--- src/rtl/hs_mem_fifo_sync_fwft.sv ---
// Synchronous first-word-fall-through FIFO on top of an async-read dual-port RAM.
// The RAM primitive is kept in this file so the FIFO is self-contained.

module hs_mem_dpram_asyncrd #(
  parameter type DATA_TYPE  = logic [7:0],
  parameter int  DATA_DEPTH = 16,
  localparam int ADDR_WIDTH = $clog2(DATA_DEPTH)
) (
  input  logic                  clk,
  input  logic                  wen,
  input  logic [ADDR_WIDTH-1:0] wr0addr,
  input  DATA_TYPE              wdata,
  output DATA_TYPE              r0data,
  input  logic [ADDR_WIDTH-1:0] r1addr,
  output DATA_TYPE              r1data
);

  // Storage is deliberately never reset; only FIFO bookkeeping is.
  DATA_TYPE mem_q [DATA_DEPTH];

  always_ff @(posedge clk) begin
    if (wen) begin
      mem_q[wr0addr] <= wdata;
    end
  end

  assign r0data = mem_q[wr0addr];
  assign r1data = mem_q[r1addr];

endmodule

module hs_mem_fifo_sync_fwft #(
  parameter type DATA_TYPE   = logic [7:0],
  parameter int  DATA_DEPTH  = 16,
  parameter int  AFULL_LEVEL = DATA_DEPTH - 1
) (
  input  logic                             clk,
  input  logic                             rst,
  input  DATA_TYPE                         wdata,
  input  logic                             wvalid,
  output logic                             wready,
  output DATA_TYPE                         rdata,
  output logic                             rvalid,
  input  logic                             rready,
  output logic [$clog2(DATA_DEPTH+1)-1:0]  count,
  output logic                             afull
);

  localparam int ADDR_WIDTH = $clog2(DATA_DEPTH);
  localparam int CNT_WIDTH  = $clog2(DATA_DEPTH + 1);

  logic [ADDR_WIDTH-1:0] wrPtr_q, wrPtr_d;
  logic [ADDR_WIDTH-1:0] rdPtr_q, rdPtr_d;
  logic [CNT_WIDTH-1:0]  count_q, count_d;
  logic                  push;
  logic                  pop;

  // Pointers wrap at DATA_DEPTH-1 so non-power-of-2 depths use exactly DATA_DEPTH slots.
  function automatic logic [ADDR_WIDTH-1:0] nextPtr(input logic [ADDR_WIDTH-1:0] ptr);
    return (ptr == ADDR_WIDTH'(DATA_DEPTH - 1)) ? '0 : ptr + ADDR_WIDTH'(1);
  endfunction

  assign wready = (count_q != CNT_WIDTH'(DATA_DEPTH));
  assign rvalid = (count_q != '0);
  assign afull  = (count_q >= CNT_WIDTH'(AFULL_LEVEL));
  assign count  = count_q;

  assign push = wvalid && wready && !rst;
  assign pop  = rready && rvalid;

  always_comb begin
    wrPtr_d = wrPtr_q;
    rdPtr_d = rdPtr_q;
    count_d = count_q;
    if (push) begin
      wrPtr_d = nextPtr(wrPtr_q);
    end
    if (pop) begin
      rdPtr_d = nextPtr(rdPtr_q);
    end
    case ({push, pop})
      2'b10:   count_d = count_q + CNT_WIDTH'(1);
      2'b01:   count_d = count_q - CNT_WIDTH'(1);
      default: count_d = count_q;
    endcase
  end

  always_ff @(posedge clk or posedge rst) begin
    if (rst) begin
      wrPtr_q <= '0;
      rdPtr_q <= '0;
      count_q <= '0;
    end else begin
      wrPtr_q <= wrPtr_d;
      rdPtr_q <= rdPtr_d;
      count_q <= count_d;
    end
  end

  hs_mem_dpram_asyncrd #(
    .DATA_TYPE  (DATA_TYPE),
    .DATA_DEPTH (DATA_DEPTH)
  ) u_ram (
    .clk     (clk),
    .wen     (push),
    .wr0addr (wrPtr_q),
    .wdata   (wdata),
    .r0data  (),
    .r1addr  (rdPtr_q),
    .r1data  (rdata)
  );

endmodule
--- config.mk ---
export PLATFORM = sky130hd
export DESIGN_NAME = hs_mem_fifo_sync_fwft
export DESIGN_NICKNAME = d
export VERILOG_FILES = /design/src/rtl/hs_mem_fifo_sync_fwft.sv
export SDC_FILE = /design/constraint.sdc
export NUM_CORES = 1
export LEC_CHECK = 0
export ABC_AREA = 1
export CAP_MARGIN = 20
export CORE_ASPECT_RATIO = 1.25
export CORE_UTILIZATION = 60
export DETAILED_ROUTE_END_ITERATION = 12
export PLACE_DENSITY_LB_ADDON = 0.05
export RECOVER_POWER = 50
export SLEW_MARGIN = 20
export SYNTH_ARGS = -nofsm -noshare
export SYNTH_HDL_FRONTEND = slang
export SYNTH_SLANG_ARGS = --single-unit
--- constraint.sdc ---
create_clock -name clk -period 3.1 [get_ports clk]
set_clock_uncertainty 0.2 [all_clocks]
set_input_delay 0.93 -clock clk [delete_from_list [all_inputs] [get_ports clk]]
set_output_delay 0.93 -clock clk [all_outputs]
set_load 0.05 [all_outputs]
==> metrics.txt <==
# clock sinks=141; Cell Area, Synth=6500 µm²; drt via density=5.25; distinct cell type count after synthesis=24; Final Setup Violations=0; layout cell share with drive strength beyond 1=14.3%; crit path cell chain=inv_2 -> buf_8 -> nand2_1 -> nand3_1 -> nand2_1 -> nand2_1 -> nand2_1 -> inv_1 -> nand2_1 -> buf_12; P&R area growth vs syn=19.0%; io pins=28; WL met3=625 µm; Startpoint Class=flip-flop; setup total negative slack=0 ns; leakage power=3.43 nW; final WL=14000 µm; first-pass GRT wire length=22400 µm; Starting Density=61.5%; maxcap violations=0; Fill cells=748; gr ovfl total=0; cell count after synthesis=676; GRT Total Usage=27.5%; sequential cell area=4170 µm²; clock network power share=26.4%; fin area=7730 µm²; R2R cell count=12; Syn Area/Cell=9.61 µm²; Slew HR=40.9%; CP Capture Type=output port; multi-input logic area=1650 µm²; RSZ-0062 raised after global routing=false; Ys Warns=0; fin crit period=3.02 ns; CTS Hold Bufs=0; Max Transition Viols Final=0; Critical-path top delay cell=dfrtp_2; switching share of power=39.0%; Placed Area=7110 µm²; cts bufs inserted=17; Pint=4.70 mW; Antenna Nets Post-Route=0; PD cells=997 nW/µm²; WL met2=7270 µm; Hold Path Class=reg -> reg; Tcrit/Tclk final=97.3%; worst path arrival time=1.89 ns; DRC violations left=0; Worst-path clk slew=0.06 ns; n_diodes=0; post-synthesis sequential area ratio=64.2%; worst-path maximum fanout=26; chip height=118 µm; Fmax=0.331 GHz; Synth Register Bits=141; commonest non-fill, non-tap cell in the layout=nand2_1; Synth area leader=edfxtp_1; vias in the first global route=4464; largest net degree at the start of global routing=41; routed vias=4572; Synth top area share=59.2%; final number of hold-violating endpoints=0; CTS tree=yes; Worst VDD drop=0.700 mV; I/O Buffers=27; Rows=42; post-CTS resize count=2; routability congestion estimate=0.870; register-to-register setup slack=0.60 ns; NetSw=3.01 mW; Combinational Power Share=42.8%; initial drt markers=288; WL per Instance=16.1 µm; WHS Path Cells=2; CTS max path bufs=2; total core area=10600 µm²; most frequent CP cell=nand2_1; Setup CP Type=reg -> out; top routing layer in use=met4; Synth area leaders=edfxtp_1, nand2_1, nand3_1; commonest cells after routing, fill and taps aside=nand2_1, edfxtp_1, inv_1; CTS root buffer=clkbuf_16; worst path required time=1.97 ns; Die ar.=11300 µm²; Nets=748; TritonRoute pass-1 iters=7; post-CTS setup buffers=0; status=complete, no violations; Met1 Wirelength=5780 µm; peak per-stage delay on the critical path=0.43 ns; Clock Latency Late Sink=0.42 ns; sequential power share=30.8%; syn_nets=698; H-tree Lvls=4; post-DP HPWL=8870 µm; Die W=95.1 µm; antenna violations before repair=0; actual slew at the worst max-slew pin=0.887 ns
[per-layer routing]
layer,track usage (%),up-vias
met5,0,-
met4,10.5,0
met3,6.44,22
met2,44.6,121
met1,35.4,2190
li1,-,2239
[cell type report]
type	count	area share [%]
inverters	145	7.07
clock buffers	19	5.60
well taps	132	2.14
multi-input cells	366	21.3
flip-flops and latches	141	54.0
repair buffers	55	7.79
clock inverters	13	2.12
[cells in the mapped netlist]
master,instances
nand2_1,228
edfxtp_1,128
inv_1,92
nand3_1,87
inv_2,43
buf_2,16
nor3_1,15
dfrtp_1,13
clkinv_1,10
ha_1,9
o21ai_1,8
nor2_1,5
buf_4,3
nand4_1,3
xnor2_1,3
a21oi_1,2
buf_1,2
buf_6,2
o21ai_0,2
clkbuf_1,1
fa_1,1
nand3_2,1
o22ai_1,1
xor2_1,1
[state kept, by name (all words and copies together) (netlist names)]
register	count
count	5
wrPtr_q	4
u_ram.mem_q	128
rdPtr_q	4
[worst max-delay path, delay by kind of cell (launching register included)]
kind / cells / cell delay, ns
buffers and inverters: 4 / 0.53
and+or+nand+nor: 6 / 0.49
DFF: 1 / 0.43
[power groups by stage]
stage	clock (mW)	sequential (mW)	combinational, mW
after floorplan	0	2.48	1.97
after global placement	0	2.39	3.20
after detailed placement	0	2.40	3.26
after CTS	2.06	2.36	3.29
after global routing	2.14	2.39	3.57
final	2.04	2.37	3.30
[worst paths after layout]
path / start / to
max: rdPtr_q[0]$_DFFE_PP0P_ / rdata[1]
min: rdPtr_q[3]$_DFFE_PP0P_ / rdPtr_q[3]$_DFFE_PP0P_
max reg2reg: count[0]$_DFFE_PP0P_ / count[4]$_DFFE_PP0P_
min reg2reg: rdPtr_q[3]$_DFFE_PP0P_ / rdPtr_q[3]$_DFFE_PP0P_
max in group asynchronous: rst / count[0]$_DFFE_PP0P_
min in group asynchronous: rst / wrPtr_q[3]$_DFFE_PP0P_
[stage by stage]
stage	power (mW)	std cells	hold slack [ns]	worst slack, ns	util [%]
after detailed placement	5.66	839	0.300	0.0931	67.4
after CTS	7.72	871	0.314	0.0117	73.1
after global placement	5.59	839	0.299	0.186	67.4
final	7.71	871	0.316	0.0822	73.2
after floorplan	4.44	676	0.271	0.00141	-
after global routing	8.09	871	0.342	0.00101	73.2
[cells by family after synthesis]
group | synth area share [%]
and+or+nand+nor | 21.8
AOI/OAI and AO/OA | 1.02
adders and majority gates | 2.04
buffers and inverters | 10.5
xor gates and xnor gates | 0.539
DFF | 64.2
Power figures use the tool's default switching activity.
